**src/rtl/id_ex_stage_reg.sv**
```systemverilog
// ID/EX pipeline register for a 5-stage RV32I core.
// Holds the instruction moving from ID into EX. It also produces the EX operand-forwarding
// selects, and it detects load-use hazards and inserts bubbles for them.
//
// Valid semantics: id_valid_i marks a real instruction in ID, and ex_valid_o marks a real
// instruction in EX. There is no ready signal. Back-pressure comes only from stall_i, which
// freezes this stage, and from load_use_stall_o, which tells the front end to hold PC and
// IF/ID while this stage loads a bubble.
module id_ex_stage_reg #(
  parameter int CTRL_W = 8,
  parameter int CNT_W  = 16
) (
  input  logic              clk_i,
  input  logic              rst_i,
  input  logic              stall_i,
  input  logic              flush_i,
  input  logic              id_valid_i,
  input  logic [31:0]       id_pc_i,
  input  logic [31:0]       id_rs1_data_i,
  input  logic [31:0]       id_rs2_data_i,
  input  logic [31:0]       id_imm_i,
  input  logic [4:0]        id_rs1_addr_i,
  input  logic [4:0]        id_rs2_addr_i,
  input  logic [4:0]        id_rd_addr_i,
  input  logic [CTRL_W-1:0] id_ctrl_i,
  input  logic [4:0]        ex_mem_rd_i,
  input  logic              ex_mem_reg_write_i,
  input  logic [4:0]        mem_wb_rd_i,
  input  logic              mem_wb_reg_write_i,
  output logic              ex_valid_o,
  output logic [31:0]       ex_pc_o,
  output logic [31:0]       ex_rs1_data_o,
  output logic [31:0]       ex_rs2_data_o,
  output logic [31:0]       ex_imm_o,
  output logic [4:0]        ex_rs1_addr_o,
  output logic [4:0]        ex_rs2_addr_o,
  output logic [4:0]        ex_rd_addr_o,
  output logic [CTRL_W-1:0] ex_ctrl_o,
  output logic [1:0]        fwd_a_o,
  output logic [1:0]        fwd_b_o,
  output logic              load_use_stall_o,
  output logic [CNT_W-1:0]  bubble_cnt_o
);

  localparam logic [1:0] FWD_REG    = 2'b00;
  localparam logic [1:0] FWD_MEM_WB = 2'b01;
  localparam logic [1:0] FWD_EX_MEM = 2'b10;

  logic load_use;

  // Forward select for one source index. EX/MEM is checked first because it holds the
  // newer value. x0 is never forwarded.
  function automatic logic [1:0] fwd_sel(input logic [4:0] rs);
    logic [1:0] sel;
    sel = FWD_REG;
    if (ex_mem_reg_write_i && (ex_mem_rd_i != 5'd0) && (ex_mem_rd_i == rs))
      sel = FWD_EX_MEM;
    else if (mem_wb_reg_write_i && (mem_wb_rd_i != 5'd0) && (mem_wb_rd_i == rs))
      sel = FWD_MEM_WB;
    return sel;
  endfunction

  // Load-use hazard: a load in EX writes a register that the ID instruction reads.
  // A redirect kills the ID instruction, so the hazard is dropped during flush.
  always_comb begin
    load_use = 1'b0;
    if (!flush_i && ex_valid_o && ex_ctrl_o[1] && (ex_rd_addr_o != 5'd0) && id_valid_i &&
        ((ex_rd_addr_o == id_rs1_addr_i) || (ex_rd_addr_o == id_rs2_addr_i)))
      load_use = 1'b1;
  end

  assign load_use_stall_o = load_use;

  // Operand forwarding selects. A bubble in EX never forwards.
  always_comb begin
    fwd_a_o = FWD_REG;
    fwd_b_o = FWD_REG;
    if (ex_valid_o) begin
      fwd_a_o = fwd_sel(ex_rs1_addr_o);
      fwd_b_o = fwd_sel(ex_rs2_addr_o);
    end
  end

  // Stage register. Priority: hold, then flush bubble, then load-use bubble (counted),
  // then capture.
  always_ff @(posedge clk_i or posedge rst_i) begin
    if (rst_i) begin
      ex_valid_o    <= 1'b0;
      ex_pc_o       <= '0;
      ex_rs1_data_o <= '0;
      ex_rs2_data_o <= '0;
      ex_imm_o      <= '0;
      ex_rs1_addr_o <= '0;
      ex_rs2_addr_o <= '0;
      ex_rd_addr_o  <= '0;
      ex_ctrl_o     <= '0;
      bubble_cnt_o  <= '0;
    end else if (stall_i) begin
      ex_valid_o <= ex_valid_o;
    end else if (flush_i || load_use) begin
      ex_valid_o    <= 1'b0;
      ex_pc_o       <= '0;
      ex_rs1_data_o <= '0;
      ex_rs2_data_o <= '0;
      ex_imm_o      <= '0;
      ex_rs1_addr_o <= '0;
      ex_rs2_addr_o <= '0;
      ex_rd_addr_o  <= '0;
      ex_ctrl_o     <= '0;
      if (!flush_i)
        bubble_cnt_o <= bubble_cnt_o + 1'b1;
    end else begin
      ex_valid_o    <= id_valid_i;
      ex_pc_o       <= id_pc_i;
      ex_rs1_data_o <= id_rs1_data_i;
      ex_rs2_data_o <= id_rs2_data_i;
      ex_imm_o      <= id_imm_i;
      ex_rs1_addr_o <= id_rs1_addr_i;
      ex_rs2_addr_o <= id_rs2_addr_i;
      ex_rd_addr_o  <= id_rd_addr_i;
      ex_ctrl_o     <= id_ctrl_i;
    end
  end

endmodule

```
**config.mk**
```make
export PLATFORM = sky130hd
export DESIGN_NAME = id_ex_stage_reg
export DESIGN_NICKNAME = d
export VERILOG_FILES = /design/src/rtl/id_ex_stage_reg.sv
export SDC_FILE = /design/constraint.sdc
export NUM_CORES = 1
export LEC_CHECK = 0
export CORE_ASPECT_RATIO = 1.4
export CORE_UTILIZATION = 25
export CTS_CLUSTER_DIAMETER = 30
export DETAILED_ROUTE_END_ITERATION = 10
export DONT_BUFFER_PORTS = 1
export SETUP_SLACK_MARGIN = 0.15
export SLEW_MARGIN = 20
export SYNTH_ARGS = -nofsm -noshare
export SYNTH_HDL_FRONTEND = slang
export SYNTH_SLANG_ARGS = --single-unit
```
**constraint.sdc**
```tcl
create_clock -name clk_i -period 5.5 [get_ports clk_i]
set_input_delay 1.1 -clock clk_i [delete_from_list [all_inputs] [get_ports clk_i]]
set_output_delay 1.1 -clock clk_i [all_outputs]
set_load 0.02 [all_outputs]
```
==> results.cfg, run 1 <==
[run_status]
run_status = complete, no violations

[placed_design]
dp_cells = 777
numPortBuffers = 0
post-place-ws_ns = 1.64
hpwl_um = 12200
finalWeightedCongestion = 0.775

[setup_path]
crit_path_start_kind = input pin
rr_startpoint = ex_rd_addr_o[3]
r2r_end = ex_imm_o[10]
worstSetupStartpoint = ex_mem_rd_i[1]
regToRegSetupSlack_ns = 2.09
worstPathRequired_ns = 4.40
path_class = input pin to output pin
crit_fanout = 3
worst-r2r-cell-count = 6
endpoint = fwd_a_o[0]
worst_ep_arrival_time_ns = 2.75
crit_path_end_kind = output pin

[drt]
wl_met3_um = 1690
drt-total-wl_um = 17100
first_pass_iters = 4
ant_nets = 0
met2_length_um = 8750
wl_per_cell_um = 21.1
top_layer = met5
vias = 4141
wl_met1_um = 5990
drt-initial-drc-count = 240
vias_per_cell = 5.13
drc = 0

[grt]
grt_pass1_vias = 4313
grt_pass1_wl_um = 25600
grt_usage = 0.126
gr-total-overflow = 0
antenna_found_initial = 2
grt_start_max_net_pins = 169

[synthesis]
yosys_warnings = 0
syn_avg_cell_area_um2 = 13.7
synthCells = 486
syn-num-nets = 655
async_flop_share = 1.00
ys_ff_latch = 168
syn-cell-area_um2 = 6650
synth_edf_count = 0
yosys.cell_types.count = 33
ys_seq_area_frac = 0.632
synth_flop_cell = dfrtp_1

[clocking]
cts_buffers = 17
ctsResizeCount = 0
cts.clk_slew.worst_paths_ns = 0.06
cts_buffer_depth = 2
cts_tree = yes
hold_buffers = 0
htree_levels = 4
cts_sinks = 168
clock_latency_ns = 0.41
cts_setup_buffers = 0
cts_root_buf = clkbuf_16

[timing]
hold_viol_final = 0
worst_pin_slew_ns = 0.887
maxSlewViolCount = 0
clock_skew_ns = 0.00833
fin_tns_setup_ns = 0
clock.fmax_mhz = 259
fin_crit_sh = 0.701
rsz0062_at_grt = false
slew_headroom = 0.403
setup_viol = 0
setup_slack_ns = 1.65
fin_crit_ns = 3.85

[layout]
final_common_cell = dfrtp_1
finalNonFillerCells = 808
syn_to_final_growth_pct = 12.1
final_cell_mix = dfrtp_1 (168), a22o_1 (152), xor2_1 (23)
n_fill_cell = 2651
final_net_count = 641
drive_above_1_share = 0.0787

[die]
fp.dieArea_um2 = 27300
die_w_um = 140
die_h_um = 195
io_pins = 341
rows = 70
core_um2 = 26100
initial_core_util = 0.255

[power_and_ir_drop]
p_per_area_nw_per_um2 = 378
leakagePower_nw = 3.43
vdd_ir_drop_max_v = 0.000171

[worst_hold_path]
hold_path.class = register to register

[job]
max-cap-violations = 0
[stage by stage]
stage          area [µm²]  total power, mW   util  hold slack [ns]
3_3_place_gp         6890             1.70  0.264            0.623
6_report             7450             2.82  0.286            0.654
4_1_cts              7450             2.86  0.285            0.657
3_5_place_dp         6890             1.70  0.264            0.647
2_1_floorplan        6650             1.67      -            0.589
5_1_grt              7450             2.95  0.285            0.674
[synthesized netlist by cell type, drive strengths merged (2+ instances only)]
cell | count | area (µm²)
a22oi | 3 | 22.5
mux2i | 4 | 40.0
nand2 | 11 | 41.3
and2 | 3 | 18.8
xnor2 | 18 | 158
dfrtp | 168 | 4200
o21ai | 3 | 15.0
and4 | 2 | 17.5
buf | 19 | 154
nor3 | 10 | 50.1
or4 | 5 | 37.5
a22o | 152 | 1330
nor4 | 9 | 56.3
xor2 | 23 | 201
nand4 | 7 | 43.8
nand3 | 13 | 65.1
nor2b | 4 | 25.0
clkbuf | 19 | 71.3
nor2 | 2 | 7.51
[per-layer routing]
layer  up-vias  GRT usage
li1       1819          -
met1      2040      0.133
met3        28     0.0525
met2       252      0.209
met5         -          0
met4         2     0.0720
[report_power, final]
group / total, mW / leakage [nW] / switching [mW] / internal (mW)
Combinational: 0.167 / 0.950 / 0.0784 / 0.0889
Sequential: 1.51 / 2.20 / 0.191 / 1.32
Clock: 1.14 / 0.273 / 0.478 / 0.659
[cell type report]
class	instances	area [µm²]	share of cell area
well taps	324	405	0.0544
clock inverters	9	90.1	0.0121
inverters	1	7.51	0.00101
diodes	1	2.50	0.000336
repair buffers	5	50.0	0.00672
multi-input cells	279	2220	0.298
flip-flops and latches	168	4200	0.564
clock buffers	21	470	0.0631
[registers in the layout, indices dropped and copies added (netlist names), 8 cells and up]
register / count
ex_imm_o: 32
bubble_cnt_o: 16
ex_rs1_data_o: 32
ex_pc_o: 32
ex_rs2_data_o: 32
ex_ctrl_o: 8
[kinds of logic (layout without fill, tap and decap cells)]
logic type	after synthesis	count (layout)	synth area share
AOI/OAI and AO/OA	162	162	0.210
xor gates and xnor gates	41	41	0.0540
adders and majority gates	1	1	0.00188
buffers and inverters	39	36	0.0344
DFF	168	168	0.632
muxes	5	5	0.00772
other	0	1	0
and+or+nand+nor	70	70	0.0591
[worst max-delay path, cell delays in order]
cell	delay (ns)
or4_1	0.50
o21ai_0	0.23
nor4_1	0.13
nor4_1	0.79
[how the worst min path moves through the flow]
stage / from / to / cells past startpoint
CTS: bubble_cnt_o[6] / bubble_cnt_o[6] / 1
finish: bubble_cnt_o[6] / bubble_cnt_o[6] / 1
global route: ex_pc_o[13] / ex_pc_o[13] / 1
global placement: bubble_cnt_o[7] / bubble_cnt_o[7] / 1
floorplan: bubble_cnt_o[7] / bubble_cnt_o[7] / 1
detailed placement: ex_rs1_data_o[13] / ex_rs1_data_o[13] / 1
Power figures use the tool's default switching activity.
==> run 2: changes to the inputs <==
- clock period: 5.5 -> 3.5 ns (I/O delays scaled with it)
==> run 2 against run 1 <==
  * Worst hold slack worse by 0.25 ns
  * Clock power grew 62%
  * Largest power group unchanged
  * Register-to-register slack got worse by 1.3 ns
  * Combinational power is 59% higher
  * Wire length up 0.98%
  * Sequential share of layout area down 0.25 points
==> results.cfg, run 2 (synthesis results as in run 1) <==
[setup_path]
crit_path_end_kind = output pin
worst_ep_arrival_time_ns = 2.27
regToRegSetupSlack_ns = 0.79
path_class = register to output pin
cp_slowest_cell = dfrtp_1
rr_startpoint = ex_rd_addr_o[2]
path_cells = xnor2_1, nand3_1, o22a_1, nor2_1
worstPathRequired_ns = 2.80
endpoint = load_use_stall_o
worst-r2r-cell-count = 6
slowest_delay_ns = 0.63
crit_fanout = 15
crit_path_start_kind = register
r2r_end = ex_rs2_data_o[15]
worstSetupStartpoint = ex_rd_addr_o[2]

[die]
io_pins = 341
die_h_um = 195
initial_core_util = 0.255
rows = 70
die_w_um = 140
core_um2 = 26100
fp.dieArea_um2 = 27300

[layout]
fin_util = 0.287
final_common_cell = dfrtp_1
drive_above_1_share = 0.0807
finalNonFillerCells = 808
final_net_count = 642
design_area_um2 = 7490
syn_to_final_growth_pct = 12.6
final_cell_mix = dfrtp_1 (168), a22o_1 (152), xor2_1 (23)

[drt]
wl_per_cell_um = 21.3
drt-total-wl_um = 17200
drc = 0
vias = 4193
ant_nets = 0
vias_per_cell = 5.19
first_pass_iters = 4
drt-initial-drc-count = 271

[clocking]
cts_buffers = 17
cts_buffer_depth = 2
cts_sinks = 168
cts.clk_slew.worst_paths_ns = 0.07
cts_root_buf = clkbuf_16
htree_levels = 4
ctsResizeCount = 0
cts_setup_buffers = 0
hold_buffers = 0
cts_tree = yes
clock_latency_ns = 0.42

[grt]
grt_pass1_wl_um = 25500
gr-total-overflow = 0
grt_pass1_vias = 4399
grt_start_max_net_pins = 169
antenna_found_initial = 4
grt_usage = 0.124

[timing]
fin_tns_setup_ns = 0
rsz0062_at_grt = false
hold_viol_final = 0
clock_skew_ns = 0.0106
slew_headroom = 0.418
fin_crit_sh = 0.848
clock.fmax_mhz = 337
whs_ns = 0.408
fin_crit_ns = 2.97
setup_slack_ns = 0.533
maxSlewViolCount = 0
setup_viol = 0
worst_pin_slew_ns = 0.873

[placed_design]
numPortBuffers = 0
placed_area_um2 = 6910
hpwl_um = 12200
dp_cells = 778
post-place-ws_ns = 0.551
finalWeightedCongestion = 0.793

[run_status]
run_status = complete, no violations

[job]
max-cap-violations = 0

[power_and_ir_drop]
totalPowerFinal_mw = 4.49
leakagePower_nw = 3.44
p_per_area_nw_per_um2 = 600
vdd_ir_drop_max_v = 0.000284

[worst_hold_path]
hold_path.class = input pin to register
## run 2: report_power, final
part	leakage, nW	switching [mW]	total, mW	internal [mW]
Combinational	0.959	0.124	0.265	0.141
Sequential	2.20	0.300	2.38	2.08
Clock	0.282	0.764	1.85	1.08
Total	3.44	1.19	4.49	3.30
## run 2: final cells by class
cell class / count / area, µm²
sequential: 168 / 4200
tap: 324 / 405
antenna: 1 / 2.50
fill: 2645 / 18600
multi-input combinational: 279 / 2220
timing repair buffer: 6 / 70.1
inverter: 1 / 7.51
clock buffer: 19 / 453
clock inverter: 10 / 121
## run 2: worst min path at each step
stage,slack (ns),from,depth (start not counted),to
3_3_place_gp,0.62,bubble_cnt_o[7],1,bubble_cnt_o[7]
6_report,0.41,id_rs2_data_i[24],1,ex_rs2_data_o[24]
3_5_place_dp,0.65,ex_rs2_data_o[25],1,ex_rs2_data_o[25]
2_1_floorplan,0.59,bubble_cnt_o[7],1,bubble_cnt_o[7]
5_1_grt,0.37,id_rs2_data_i[10],1,ex_rs2_data_o[10]
4_1_cts,0.38,id_pc_i[1],1,ex_pc_o[1]
## run 2: worst max-delay path: cells and delay by family (launching register included)
family	cells	cell delay (ns)
flops	1	0.63
simple gates	2	0.55
compound gates	1	0.48
xor+xnor	1	0.18
## run 2: layer usage
metal | track usage | routed length [µm] | up-vias
li1 | - | - | 1821
met1 | 0.121 | 5980 | 2102
met2 | 0.216 | 9090 | 239
met3 | 0.0641 | 1760 | 25
met4 | 0.0558 | 376 | 6
met5 | 0 | 37 | -
